**config.mk**
```make
export PLATFORM = sky130hd
export DESIGN_NAME = spi_mem_arbiter
export DESIGN_NICKNAME = d
export VERILOG_FILES = /design/src/rtl/spi_mem_arbiter.sv
export SDC_FILE = /design/constraint.sdc
export NUM_CORES = 1
export LEC_CHECK = 0
export ABC_AREA = 0
export CAP_MARGIN = 20
export CORE_MARGIN = 10
export CORE_UTILIZATION = 43
export CTS_CLUSTER_DIAMETER = 30
export DETAILED_ROUTE_END_ITERATION = 8
export HOLD_SLACK_MARGIN = 0.06
export PLACE_DENSITY = 0.79
export SLEW_MARGIN = 20
export SYNTH_ARGS = -nofsm -noshare
export SYNTH_HDL_FRONTEND = slang
export SYNTH_SLANG_ARGS = --single-unit
export TNS_END_PERCENT = 10
```
**constraint.sdc**
```tcl
create_clock -name clk -period 2.15 [get_ports clk]
set_input_delay 0.3225 -clock clk [delete_from_list [all_inputs] [get_ports clk]]
set_output_delay 0.3225 -clock clk [all_outputs]
set_load 0.005 [all_outputs]
```
**src/rtl/spi_mem_arbiter.sv**
```systemverilog
// Round-robin arbiter sharing one SPI memory engine between instruction fetch (ROM)
// and data (RAM) requesters, with a watchdog that aborts a hung transfer.
module spi_mem_arbiter #(
   parameter int unsigned TIMEOUT = 1024,
   parameter int unsigned CNT_W   = 11
) (
   input  logic        clk,
   input  logic        rst,
   input  logic        fetch_req,
   input  logic [15:0] fetch_addr,
   output logic        fetch_ack,
   output logic [7:0]  fetch_rdata,
   input  logic        mem_req,
   input  logic        mem_we,
   input  logic [15:0] mem_addr,
   input  logic [7:0]  mem_wdata,
   output logic        mem_ack,
   output logic [7:0]  mem_rdata,
   output logic        spi_start,
   output logic        spi_write,
   output logic [15:0] spi_address,
   output logic [7:0]  spi_wdata,
   input  logic [7:0]  spi_rdata,
   input  logic        spi_done,
   output logic        sel_rom,
   output logic        sel_ram,
   output logic        busy,
   output logic        timeout_err
);

   typedef enum logic [1:0] {S_IDLE, S_BUSY, S_DONE} state_t;
   typedef enum logic {OWN_FETCH, OWN_MEM} owner_t;

   state_t           state_q;
   owner_t           owner_q;
   owner_t           last_grant_q;
   logic [CNT_W-1:0] cnt_q;
   logic             fetch_ack_q;
   logic             mem_ack_q;
   logic [7:0]       fetch_rdata_q;
   logic [7:0]       mem_rdata_q;
   logic             spi_start_q;
   logic             spi_write_q;
   logic [15:0]      spi_address_q;
   logic [7:0]       spi_wdata_q;
   logic             sel_rom_q;
   logic             sel_ram_q;
   logic             busy_q;
   logic             timeout_err_q;

   logic             grant_d;
   owner_t           grant_owner_d;
   logic             timeout_hit_d;
   logic [7:0]       xfer_rdata_d;

   always_comb begin
      grant_d = fetch_req | mem_req;
      // On contention the requester that did not win last time gets the engine.
      if (fetch_req && mem_req)
         grant_owner_d = (last_grant_q == OWN_MEM) ? OWN_FETCH : OWN_MEM;
      else
         grant_owner_d = fetch_req ? OWN_FETCH : OWN_MEM;
      timeout_hit_d = (TIMEOUT != 0) && (cnt_q == CNT_W'(TIMEOUT - 1));
      if (spi_done)
         xfer_rdata_d = spi_write_q ? 8'h00 : spi_rdata;
      else
         xfer_rdata_d = 8'hFF;
   end

   always_ff @(posedge clk) begin
      if (rst) begin
         state_q       <= S_IDLE;
         owner_q       <= OWN_FETCH;
         last_grant_q  <= OWN_MEM;
         cnt_q         <= '0;
         fetch_ack_q   <= 1'b0;
         mem_ack_q     <= 1'b0;
         fetch_rdata_q <= '0;
         mem_rdata_q   <= '0;
         spi_start_q   <= 1'b0;
         spi_write_q   <= 1'b0;
         spi_address_q <= '0;
         spi_wdata_q   <= '0;
         sel_rom_q     <= 1'b0;
         sel_ram_q     <= 1'b0;
         busy_q        <= 1'b0;
         timeout_err_q <= 1'b0;
      end else begin
         fetch_ack_q <= 1'b0;
         mem_ack_q   <= 1'b0;
         case (state_q)
            S_IDLE: begin
               if (grant_d) begin
                  owner_q       <= grant_owner_d;
                  last_grant_q  <= grant_owner_d;
                  spi_address_q <= (grant_owner_d == OWN_FETCH) ? fetch_addr : mem_addr;
                  spi_write_q   <= (grant_owner_d == OWN_MEM) && mem_we;
                  spi_wdata_q   <= (grant_owner_d == OWN_MEM) ? mem_wdata : '0;
                  cnt_q         <= '0;
                  spi_start_q   <= 1'b1;
                  sel_rom_q     <= (grant_owner_d == OWN_FETCH);
                  sel_ram_q     <= (grant_owner_d == OWN_MEM);
                  busy_q        <= 1'b1;
                  state_q       <= S_BUSY;
               end
            end
            S_BUSY: begin
               if (spi_done || timeout_hit_d) begin
                  if (!spi_done)
                     timeout_err_q <= 1'b1;
                  spi_start_q <= 1'b0;
                  sel_rom_q   <= 1'b0;
                  sel_ram_q   <= 1'b0;
                  if (owner_q == OWN_FETCH) begin
                     fetch_ack_q   <= 1'b1;
                     fetch_rdata_q <= xfer_rdata_d;
                  end else begin
                     mem_ack_q   <= 1'b1;
                     mem_rdata_q <= xfer_rdata_d;
                  end
                  state_q <= S_DONE;
               end else begin
                  cnt_q <= cnt_q + CNT_W'(1);
               end
            end
            S_DONE: begin
               busy_q  <= 1'b0;
               state_q <= S_IDLE;
            end
            default: begin
               busy_q  <= 1'b0;
               state_q <= S_IDLE;
            end
         endcase
      end
   end

   assign fetch_ack   = fetch_ack_q;
   assign fetch_rdata = fetch_rdata_q;
   assign mem_ack     = mem_ack_q;
   assign mem_rdata   = mem_rdata_q;
   assign spi_start   = spi_start_q;
   assign spi_write   = spi_write_q;
   assign spi_address = spi_address_q;
   assign spi_wdata   = spi_wdata_q;
   assign sel_rom     = sel_rom_q;
   assign sel_ram     = sel_ram_q;
   assign busy        = busy_q;
   assign timeout_err = timeout_err_q;

endmodule

```
==> results by group <==
Run status
  • Status: finished clean

Timing
  • Final hold violation count: 0
  • Final Slew Violations: 0
  • Max transition margin: roughly three fifths
  • Fin crit period: approximately 1.8 ns
  • Worst-Margin Slew: 0.5742 ns
  • Max Clk Rate: roughly 0.55 GHz
  • Final Cycle Share: between 80 and 90%
  • Unrepaired setup endpoints after global routing: no
  • Clock skew: 0.006098 ns
  • Final setup fails: 0
  • Total negative setup slack: 0 ns

Cells and area
  • Fin cells: about 460
  • Most common cell after layout, fill and taps aside: clkdlybuf4s50_1
  • Area Growth Syn to Fin: 48.89%
  • Layout cell share with drive strength beyond 1: under 10%
  • Diodes inserted: 0
  • Most frequent cells in the layout: clkdlybuf4s50_1, dfxtp_1, nor2_1
  • Final nets: 438
  • Fin area: between 0.003 and 0.004 mm^2
  • Core Util, Final: between 60 and 70%

Die
  • Boundary Pins: 102
  • Initial Util: ~44%
  • Die area: 0.009670 mm^2
  • Placeable Area: just under 0.006 mm^2
  • Die span in x: roughly 98 um
  • Die Ht: just under 100 um
  • Row cnt: 28

Routing
  • Via count: 2493
  • DR WL/cell: 15.98 um
  • Detailed-route DRC error count: 0
  • DRT iter0 DRCs: 67
  • TritonRoute pass-1 iters: 4
  • Post-DRT Antenna Nets: 0
  • Drt total wl: ~7400 um
  • Via/cell ratio: between 5 and 6

Worst setup path
  • Critical Path Start Type: flop
  • Critical path class: reg -> reg
  • CP required: about 2.4 ns
  • Crit path DAT: between 2 and 2.5 ns
  • CP endpoint kind: flop
  • Crit-path max FO: 13

CTS
  • H-tree Lvls: 3
  • Post-CTS setup buffers: 0
  • Cts bufs inserted: 9
  • Clock Tree Buf Depth: 2
  • Skew-Pair Late Insertion Delay: between 0.3 and 0.4 ns
  • CTS Root Buffer Type: clkbuf_8
  • TritonCTS Sinks: 63
  • Worst-path clk slew: about 0.06 ns
  • CTS tree: yes
  • Post_cts resized: 0
  • # hold bufs at CTS: 0

Synthesis
  • Mean Syn Cell Area: between 9 and 10 um^2
  • Unique masters post-synth: 42
  • Main synth FF type: dfxtp_1
  • Syn Nets: ~340
  • Flops & latches, synth: 63
  • Seq/Total Area, Yosys: between 40% and 50%
  • Yosys Warn Count: 0
  • Synth Instances: about 280
  • Post-synth EDFFs: 0
  • Synth async-reset ratio: 0%
  • Cell Area, Synth: about 0.0026 mm^2

GRT
  • GRT Total Usage: between 10% and 20%
  • Gr ovfl total: 0
  • Vias in the first global route: 2502
  • First-pass GRT wire length: approximately 12000 um
  • Initial antenna violation count: 0
  • Largest net degree at the start of global routing: 36

Pwr
  • PwrDens: approximately 700 mW/mm^2
  • Pleak: ~1.5 nW
  • Worst vdd ir: ~0.37 mV
  • Final Power: between 0.002 and 0.003 W

Placed design
  • IO buf count: about 100
  • Post-DP HPWL: roughly 5500 um
  • Placed Area: approximately 0.0038 mm^2
  • Routability cong.: around 0.8
  • Placed Cells incl. Taps: about 450

Flow run
  • Max Cap Viol: 0

Worst hold path
  • Worst hold-check path type: in -> reg
[synth_stat cells, drive strengths merged (3+ instances only)]
library cell   n  area share (%)
a21boi         5             1.4
o21ai          5            0.95
nand2b         7             1.8
a22oi          9             2.6
buf            6             1.7
dfxtp         63              48
o21a          22             6.3
nor2          33             4.7
a211oi        18             5.1
a311oi         3             1.0
nand3          5            0.95
clkbuf        16             2.3
inv            3            0.43
and3           3            0.71
a31oi         11             2.6
nand2          9             1.3
mux2i         17             6.4
a21oi         16             3.0
o211ai         4             1.1
[worst max-delay path, stage by stage, from the launching register on]
cell	delay (ns)
dfxtp_1	0.37
ha_1	0.23
nand4_1	0.15
nor4_2	0.23
buf_4	0.23
o21ai_1	0.21
a311oi_1	0.32
[path summary, 6_finish.rpt]
path / to / cells past startpoint / startpoint / slack [ns]
worst max register to register: cnt_q[6] / 6 / cnt_q[0] / 0.32
worst max-delay path: cnt_q[6] / 6 / cnt_q[0] / 0.32
worst min register to register: mem_rdata[4] / 1 / mem_rdata[4] / 0.47
worst min-delay path: spi_wdata[6] / 2 / rst / 0.46
[kinds of logic after synthesis]
group           synth area share (%)
compound gates                 26.74
simple gates                   14.13
flops                          47.80
buf+inv                        4.410
mux                            6.448
fa+ha+maj                     0.4741
[state kept, by name, indices dropped and copies added (netlist names)]
| name | cells |
|---|---|
| sel_ram | 1 |
| spi_wdata | 8 |
| busy | 1 |
| timeout_err | 1 |
| mem_ack | 1 |
| spi_start | 1 |
| mem_rdata | 8 |
| fetch_ack | 1 |
| spi_address | 16 |
| fetch_rdata | 8 |
| state_q | 2 |
| owner_q | 1 |
| last_grant_q | 1 |
| sel_rom | 1 |
| spi_write | 1 |
| cnt_q | 11 |
[power breakdown]
| group | total [W] | switching, W | internal [W] |
|---|---|---|---|
| Sequential | 0.00129 | 0.0000447 | 0.00124 |
| Clock | 0.000925 | 0.000416 | 0.000509 |
| Combinational | 0.000535 | 0.000225 | 0.000309 |
[per-layer routing]
layer	global-route usage, %	up-vias	wire length [um]	part of all wire, %
li1	-	1243	-	-
met1	18.27	1166	3274	44
met2	22.79	77	3305	45
met4	5.292	0	68	0.92
met3	8.245	7	736	10
met5	0	-	0	0
[final cells by class]
class,instances,area (um^2)
inverter,3,11.26
timing repair buffer,113,1121
fill,525,2027
sequential,63,1261
clock buffer,15,176.4
multi-input combinational,193,1265
tap,75,93.84
[per-stage QoR]
stage	hold slack (ns)	setup WS [ns]
final	0.4617	0.3235
after global routing	0.4853	0.1168
after CTS	0.4488	0.3227
after detailed placement	0.4528	0.2707
after global placement	0.4500	0.3103
after floorplan	0.4460	0.5135
(Power assumes the default switching activity.)
